$ cat config.mk
export PLATFORM = sky130hd
export DESIGN_NAME = instr_fetch_unit_flat
export DESIGN_NICKNAME = d
export VERILOG_FILES = /design/src/rtl/npc_pkg.sv /design/src/rtl/instr_fetch_unit_if.sv /design/src/rtl/instr_fetch_unit.sv /design/src/flat_wrapper.sv
export SDC_FILE = /design/constraint.sdc
export NUM_CORES = 1
export LEC_CHECK = 0
export ABC_AREA = 1
export CELL_PAD_IN_SITES_DETAIL_PLACEMENT = 1
export CELL_PAD_IN_SITES_GLOBAL_PLACEMENT = 1
export CORE_MARGIN = 5
export CORE_UTILIZATION = 34
export CTS_CLUSTER_SIZE = 12
export DETAILED_ROUTE_END_ITERATION = 10
export GPL_TIMING_DRIVEN = 0
export MAX_ROUTING_LAYER = met4
export PLACE_DENSITY = 0.8
export RECOVER_POWER = 50
export SYNTH_ARGS = -nofsm -noshare
export SYNTH_HDL_FRONTEND = slang
export SYNTH_SLANG_ARGS = --single-unit
$ cat constraint.sdc
create_clock -name clk -period 1.7 [get_ports clk]
set_input_delay 0.34 -clock clk [delete_from_list [all_inputs] [get_ports clk]]
set_output_delay 0.34 -clock clk [all_outputs]
set_load 0.02 [all_outputs]
$ cat src/rtl/npc_pkg.sv
// Shared definitions for the next-PC / instruction fetch path.
package npc_pkg;

  localparam logic [31:0] RESET_PC_DEFAULT = 32'h8000_0000;
  localparam int          INST_WIDTH       = 32;

  typedef enum logic [1:0] {
    ST_REQ,
    ST_WAIT,
    ST_HOLD
  } fetch_state_e;

endpackage

$ cat src/rtl/instr_fetch_unit_if.sv
// Instruction memory request/response bus between the fetch unit (master) and memory (slave).
interface instr_fetch_unit_if
  import npc_pkg::*;
#(
  parameter int ADDR_WIDTH = 32
);

  logic                  mem_req_valid;
  logic                  mem_req_ready;
  logic [ADDR_WIDTH-1:0] mem_req_addr;
  logic                  mem_rsp_valid;
  logic [INST_WIDTH-1:0] mem_rsp_data;

  modport master (
    output mem_req_valid,
    output mem_req_addr,
    input  mem_req_ready,
    input  mem_rsp_valid,
    input  mem_rsp_data
  );

  modport slave (
    input  mem_req_valid,
    input  mem_req_addr,
    output mem_req_ready,
    output mem_rsp_valid,
    output mem_rsp_data
  );

endinterface

$ cat src/rtl/instr_fetch_unit.sv
// Single-outstanding instruction fetch unit: request -> wait for word -> hold for decoder,
// with PC redirects that can cancel an in-flight fetch.
module instr_fetch_unit
  import npc_pkg::*;
#(
  parameter int                    ADDR_WIDTH = 32,
  parameter logic [ADDR_WIDTH-1:0] RESET_PC   = ADDR_WIDTH'(RESET_PC_DEFAULT)
) (
  input  logic                  clk,
  input  logic                  rst_n,
  instr_fetch_unit_if.master    mem,
  input  logic                  redirect_valid,
  input  logic [ADDR_WIDTH-1:0] redirect_pc,
  output logic                  out_valid,
  input  logic                  out_ready,
  output logic [ADDR_WIDTH-1:0] out_pc,
  output logic [INST_WIDTH-1:0] out_inst,
  output logic [31:0]           fetch_count
);

  fetch_state_e          state_q, state_d;
  logic [ADDR_WIDTH-1:0] pc_q, pc_d;
  logic                  drop_q, drop_d;
  logic                  out_valid_q, out_valid_d;
  logic [ADDR_WIDTH-1:0] out_pc_q, out_pc_d;
  logic [INST_WIDTH-1:0] out_inst_q, out_inst_d;
  logic [31:0]           count_q, count_d;
  logic                  req_valid;
  logic [ADDR_WIDTH-1:0] redirect_target;
  logic [ADDR_WIDTH-1:0] pc_plus4;

  assign redirect_target = redirect_pc & ~ADDR_WIDTH'(3);
  assign pc_plus4        = pc_q + ADDR_WIDTH'(4);

  // drop marks a fetch whose response must be thrown away because the PC moved under it
  always_comb begin
    state_d     = state_q;
    pc_d        = pc_q;
    drop_d      = drop_q;
    out_valid_d = out_valid_q;
    out_pc_d    = out_pc_q;
    out_inst_d  = out_inst_q;
    count_d     = count_q;
    req_valid   = 1'b0;

    case (state_q)
      ST_REQ: begin
        req_valid = 1'b1;
        if (redirect_valid) pc_d = redirect_target;
        if (mem.mem_req_ready) begin
          state_d = ST_WAIT;
          drop_d  = redirect_valid;
        end
      end

      ST_WAIT: begin
        if (redirect_valid) pc_d = redirect_target;
        if (mem.mem_rsp_valid) begin
          if (drop_q || redirect_valid) begin
            drop_d  = 1'b0;
            state_d = ST_REQ;
          end else begin
            out_valid_d = 1'b1;
            out_pc_d    = pc_q;
            out_inst_d  = mem.mem_rsp_data;
            state_d     = ST_HOLD;
          end
        end else if (redirect_valid) begin
          drop_d = 1'b1;
        end
      end

      ST_HOLD: begin
        if (out_ready) count_d = count_q + 32'd1;
        if (redirect_valid) begin
          pc_d        = redirect_target;
          out_valid_d = 1'b0;
          state_d     = ST_REQ;
        end else if (out_ready) begin
          pc_d        = pc_plus4;
          out_valid_d = 1'b0;
          state_d     = ST_REQ;
        end
      end

      default: state_d = ST_REQ;
    endcase
  end

  always_ff @(posedge clk or negedge rst_n) begin
    if (!rst_n) begin
      state_q     <= ST_REQ;
      pc_q        <= RESET_PC;
      drop_q      <= 1'b0;
      out_valid_q <= 1'b0;
      out_pc_q    <= '0;
      out_inst_q  <= '0;
      count_q     <= '0;
    end else begin
      state_q     <= state_d;
      pc_q        <= pc_d;
      drop_q      <= drop_d;
      out_valid_q <= out_valid_d;
      out_pc_q    <= out_pc_d;
      out_inst_q  <= out_inst_d;
      count_q     <= count_d;
    end
  end

  assign mem.mem_req_valid = req_valid;
  assign mem.mem_req_addr  = pc_q;
  assign out_valid         = out_valid_q;
  assign out_pc            = out_pc_q;
  assign out_inst          = out_inst_q;
  assign fetch_count       = count_q;

endmodule

$ cat src/flat_wrapper.sv
// flat-port wrapper written by rule: the top's interface ports become plain ports
module instr_fetch_unit_flat import npc_pkg::*;
#(
  parameter int                    ADDR_WIDTH = 32,
  parameter logic [ADDR_WIDTH-1:0] RESET_PC   = ADDR_WIDTH'(RESET_PC_DEFAULT)
)
  (clk, rst_n, redirect_valid, redirect_pc, out_valid, out_ready, out_pc, out_inst, fetch_count, mem_mem_req_valid, mem_mem_req_addr, mem_mem_req_ready, mem_mem_rsp_valid, mem_mem_rsp_data);
  instr_fetch_unit_if #(.ADDR_WIDTH(ADDR_WIDTH)) mem_i ();
  input  logic clk;
  input  logic rst_n;
  input  logic redirect_valid;
  input  logic [ADDR_WIDTH-1:0] redirect_pc;
  output logic out_valid;
  input  logic out_ready;
  output logic [ADDR_WIDTH-1:0] out_pc;
  output logic [INST_WIDTH-1:0] out_inst;
  output logic [31:0] fetch_count;
  output wire logic [$bits(mem_i.mem_req_valid)-1:0] mem_mem_req_valid;
  output wire logic [$bits(mem_i.mem_req_addr)-1:0] mem_mem_req_addr;
  input wire logic [$bits(mem_i.mem_req_ready)-1:0] mem_mem_req_ready;
  input wire logic [$bits(mem_i.mem_rsp_valid)-1:0] mem_mem_rsp_valid;
  input wire logic [$bits(mem_i.mem_rsp_data)-1:0] mem_mem_rsp_data;
  assign mem_mem_req_valid = mem_i.mem_req_valid;
  assign mem_mem_req_addr = mem_i.mem_req_addr;
  assign mem_i.mem_req_ready = mem_mem_req_ready;
  assign mem_i.mem_rsp_valid = mem_mem_rsp_valid;
  assign mem_i.mem_rsp_data = mem_mem_rsp_data;
  instr_fetch_unit #(.ADDR_WIDTH(ADDR_WIDTH), .RESET_PC(RESET_PC)) u_core (.clk(clk), .rst_n(rst_n), .mem(mem_i), .redirect_valid(redirect_valid), .redirect_pc(redirect_pc), .out_valid(out_valid), .out_ready(out_ready), .out_pc(out_pc), .out_inst(out_inst), .fetch_count(fetch_count));
endmodule
**After elaboration in Yosys (flattened, before gate mapping)**

Cells that the tools add are included.

- Register bits: 132
- Output and inout port bits: 130
- Logic and storage cells: 52

- Bitwise logic cells: 1
- $add $sub $neg: 2
- Equality and inequality tests: 9
- Muxes and demuxes: 21
- Reduce and logical (&&, ||, !) cells: 12

Operator list:

| operator | number |
|---|---|
| 2-to-1 mux 32 bit | 3 |
| case mux 32 bit (2 select lines) | 1 |
| adder 32 x 1 -> 32 bit, second input constant | 1 |
| adder 32 x 3 -> 32 bit, second input constant | 1 |
| 2-to-1 mux 2 bit | 5 |
| 2-to-1 mux 1 bit | 9 |
| AND reduction 3 bit | 3 |
| AND reduction 4 bit | 2 |
| inequality test 2 bit, second input constant | 3 |
| inequality test 3 bit, second input constant | 2 |
| case mux 2 bit (3 select lines) | 1 |
| nonzero test 2 bit | 3 |
| case mux 1 bit (2 select lines) | 2 |
| inequality test 3 x 2 -> 1 bit, second input constant | 1 |
| == test 2 x 1 -> 1 bit, second input constant | 1 |
| == test 2 bit, second input constant | 1 |
| zero test 2 bit | 1 |
| inequality test 2 x 1 -> 1 bit, second input constant | 1 |
| AND reduction 2 bit | 1 |
| OR reduction 2 bit | 1 |
| logical OR 1 bit | 1 |
| inverter 1 bit | 1 |

**Depth between registers and ports, before layout**

- Word-level depth: 4
- Mapped depth: 10
- Depth with buffers taken out: 10

**Worst setup path before layout**

No wires, ideal clock.

- Kind: reg2reg
- Start: reg u_core.pc_q[2] (netlist: u_core.mem.mem_req_addr[2])
- End: reg u_core.pc_q[14] (netlist: u_core.mem.mem_req_addr[14])
- Buffers on the path: 0
- Cell stages (with the launch flop): 11
- Period minus slack after synthesis: 1.746 ns
- Library setup time: 0.113 ns
- Required time: 1.587 ns
- Slack: -0.046 ns
- Arrival time: 1.634 ns
- Path through: dfrtp_1 > ha_1 > nand2_1 > nor2_1 > nand2_1 > nor2_1 > nand3_1 > o21ai_0 > nand2_1 > nand2_1 > inv_1

- Cells in the longest elaborated chain, start to end: 4

Ends and longest elaborated chain:

| what | RTL line | text |
|---|---|---|
| from (decl) | instr_fetch_unit.sv:22 | `logic [ADDR_WIDTH-1:0] pc_q, pc_d;` |
| from (signal assigned) | instr_fetch_unit.sv:101 | `pc_q <= pc_d;` |
| adder 32 x 3 -> 32 bit | instr_fetch_unit.sv:33 | `assign pc_plus4 = pc_q + ADDR_WIDTH'(4);` |
| 2-to-1 mux 32 bit | instr_fetch_unit.sv:79 | `end else if (out_ready) begin` |
| 2-to-1 mux 32 bit | instr_fetch_unit.sv:75 | `if (redirect_valid) begin` |
| case mux 32 bit (2 select lines) | instr_fetch_unit.sv:46 | `case (state_q)` |

No other way between the ends. The select of a mux whose other input is x is not followed.
A chain may end at the register's enable or synchronous reset.

**Final worst setup path**

- Start: reg u_core.pc_q[3] (netlist: u_core.mem.mem_req_addr[3])
- End: reg u_core.pc_q[20] (netlist: u_core.mem.mem_req_addr[20])

Same word-level chain as after synthesis.

==> results.toml <==
[yosys]
synth_cell_type_count = 34
ys_seq_elements = 128
synthSimpleGateAreaFrac_pct = 29.6
netlist_area_um2 = 6680
synthCells = 858
synth_compound_area_share_pct = 7.13
yosys_warnings = 0
synth_xor_area_share_pct = 2.49
synth_top_family_by_area = "simple AND/OR/NAND/NOR gates"
muxShareOfSynthArea_pct = 6.07
synth.avg_cell_area_um2 = 7.79
seq_area_frac_synth_pct = 47.9
synth_fa_ha_area_share_pct = 0.374

[global_route]
grt_pass1_wl_um = 37500
grt.total_usage_pct = 22.1
grt_max_degree = 70
grt_pass1_vias = 7031
overflow = 0
antenna_found_initial = 1

[power]
ir_worst_vdd_mv = 0.722
power-per-cell-area_nw_per_um2 = 1430
power_leakage_nw = 4.63

[critical_path]
cp_data_arrival_time_ns = 2.09
slowest_stage = "dfrtp_2"
cpMostUsedCell = "nand2_1"
path_cells = "ha_4 > nand2_1 > nor2_4 > buf_4 > nand3b_1 > o21ai_0 > nand2_1 > nand2_1 > nand2_1 > inv_1"
cp.required_ns = 2.06
cp_top_family = "simple AND/OR/NAND/NOR gates"
path_class = "reg -> reg"
critPathCaptureType = "register"
worst-path-buf-inv = 2
crit_fanout = 4
worstSetupStartpointType = "register"
max_stage_delay_ns = 0.41

[die]
initial_utilization_pct = 34.4
fp.coreArea_um2 = 19400
die_h_um = 150
die-area_um2 = 22600
fp.dieW_um = 150
num_io_pins = 200
rows = 51

[drt]
ant_nets = 0
viasPerCell = 4.91
drc = 0
wl_um = 24100
num_vias = 6695
first_iter_violations = 383
wl_per_cell_um = 17.6
dr.pass1.iters = 6

[timing]
finalHoldWorstSlack_ns = 0.479
drv_slew = 0
setup_slack_ns = -0.0268
worst_pin_slew_ns = 0.885
min_period_over_period_pct = 102
hold_viol = 0
tns_ns = -0.0268
fin_skew_ns = 0.00792
period_minus_slack_ns = 1.73
fmax_mhz = 579
slew_headroom_pct = 41.0
setup_viol = 1
grt_setup_unrepaired = "true"

[layout]
layout.nets = 1157
drive_gt1_share_pct = 11.7
synthToLayoutAreaGrowth_pct = 45.6
final_cells = 1364
postLayoutCellArea_um2 = 9730
nFillCells = 2439
mostFrequentLayoutCell = "nand2_1"
mostFrequentLayoutCells = "nand2_1, dlygate4sd2_1, dfrtp_1"
regArea_um2 = 3220
multiInputGateArea_um2 = 3190

[placed_design]
place_ws_ns = -0.490
placed_area_um2 = 8990
place.port_buffers = 193
place_congestion = 0.876
hpwl_um = 18300
numPlacedInstances = 1320

[cts]
numCtsBuffers = 17
cts.path.max_buffers = 2
cts_root_buf = "clkbuf_16"
clkLatencyLatePin_ns = 0.43
cts_tree = "done"
clkSlewWorstSetupHoldPaths_ns = 0.06
htreeDepth = 4
cts.sink_count = 128

[hold_path]
hold_class = "reg -> reg"

[status]
status = "complete, but fails checks"
violations = "setup timing"

[run]
maxCapViolCount = 0
[flip-flops by register name (all words and copies together), names as in the netlist]
register and flops:
u_core.out_pc 30, u_core.state_q 2, u_core.drop_q 1, u_core.mem.mem_req_addr 30
u_core.out_inst 32, u_core.out_valid 1, u_core.fetch_count 32
[cell type report]
class	count	share of cell area, %
Clock inverter	11	2.17
Antenna cell	1	0.0257
Multi-Input combinational cell	631	32.8
Clock buffer	21	4.53
Tap cell	265	3.41
Sequential cell	128	33.1
Inverter	76	2.93
Timing Repair Buffer	207	19.5
Buffer	24	1.53
[power breakdown]
| group | switching, W | internal [W] | total [W] |
|---|---|---|---|
| logic | 0.00304 | 0.00190 | 0.00494 |
| clock network | 0.00139 | 0.00274 | 0.00414 |
| registers | 0.000803 | 0.00408 | 0.00488 |
[cell usage after synthesis, drive strengths merged]
cell type | count | area, um^2
mux2 | 36 | 405
xor2 | 8 | 70.1
dfrtp | 127 | 3180
conb | 1 | 3.75
or2 | 8 | 50.1
o22ai | 4 | 25.0
a21oi | 12 | 60.1
o21ai | 68 | 340
nor2 | 109 | 449
nand2 | 298 | 1130
nand4 | 4 | 25.0
xnor2 | 11 | 96.3
ha | 2 | 25.0
a31oi | 2 | 12.5
nor3 | 2 | 10.0
dfstp | 1 | 26.3
o41ai | 1 | 8.76
o211ai | 1 | 7.51
clkbuf | 7 | 26.3
a22oi | 3 | 22.5
inv | 76 | 285
nand3b | 7 | 52.6
buf | 19 | 109
nand3 | 51 | 260
[repair_timing]
| item | CTS | global route |
|---|---|---|
| resized for setup | 151 | 38 |
| buffers inserted | 4 | 8 |
| setup endpoints to repair | 161 | 84 |
| hold buffers | 1 | 0 |
| pin swaps | 2 | 8 |
| endpoints found under the hold margin | 58 | 0 |
[per-stage QoR]
step | utilization (%) | power, W
6_report | 50.2 | 0.0140
5_1_grt | 50.2 | 0.0147
4_1_cts | 49.4 | 0.0140
3_5_place_dp | 46.3 | 0.0105
3_3_place_gp | 46.2 | 0.0103
2_1_floorplan | - | 0.00743
[path summary, 6_finish.rpt]
kind | startpoint | end | slack [ns] | cells after the start
setup / recovery | u_core.mem.mem_req_addr[3] | u_core.mem.mem_req_addr[20] | -0.03 | 10
max in group asynchronous | rst_n | u_core.fetch_count[17] | 0.24 | 3
hold reg to reg | u_core.out_pc[27] | u_core.out_pc[27] | 0.48 | 2
setup reg to reg | u_core.mem.mem_req_addr[3] | u_core.mem.mem_req_addr[20] | -0.03 | 10
min in group asynchronous | rst_n | u_core.out_inst[19] | 0.61 | 2
hold / removal | u_core.out_pc[27] | u_core.out_pc[27] | 0.48 | 2
[worst register-to-register path: stages, from the launching register on]
cell	delay, ns
dfrtp_2	0.41
ha_4	0.17
nand2_1	0.10
nor2_4	0.14
buf_4	0.16
nand3b_1	0.16
o21ai_0	0.29
nand2_1	0.09
nand2_1	0.07
nand2_1	0.04
inv_1	0.04
[metal layers]
| layer | global-route usage, % | wire length (um) | vias up |
|---|---|---|---|
| met5 | - | 0 | - |
| met2 | 38.5 | 12400 | 208 |
| met3 | 3.73 | 1140 | 42 |
| li1 | - | - | 3186 |
| met1 | 25.8 | 9860 | 3259 |
| met4 | 7.78 | 611 | 0 |
[logic make-up (layout without fill, tap and decap cells)]
family	Yosys count	count (layout)
AND/OR/NAND/NOR	479	479
flip-flops	128	128
buffers and inverters	102	339
AO/OA/AOI/OAI	91	91
multiplexers	36	36
XOR/XNOR	19	19
adder cells (fa/ha/maj)	2	2
other	1	5
No activity file was read; power rests on OpenSTA's default activity.
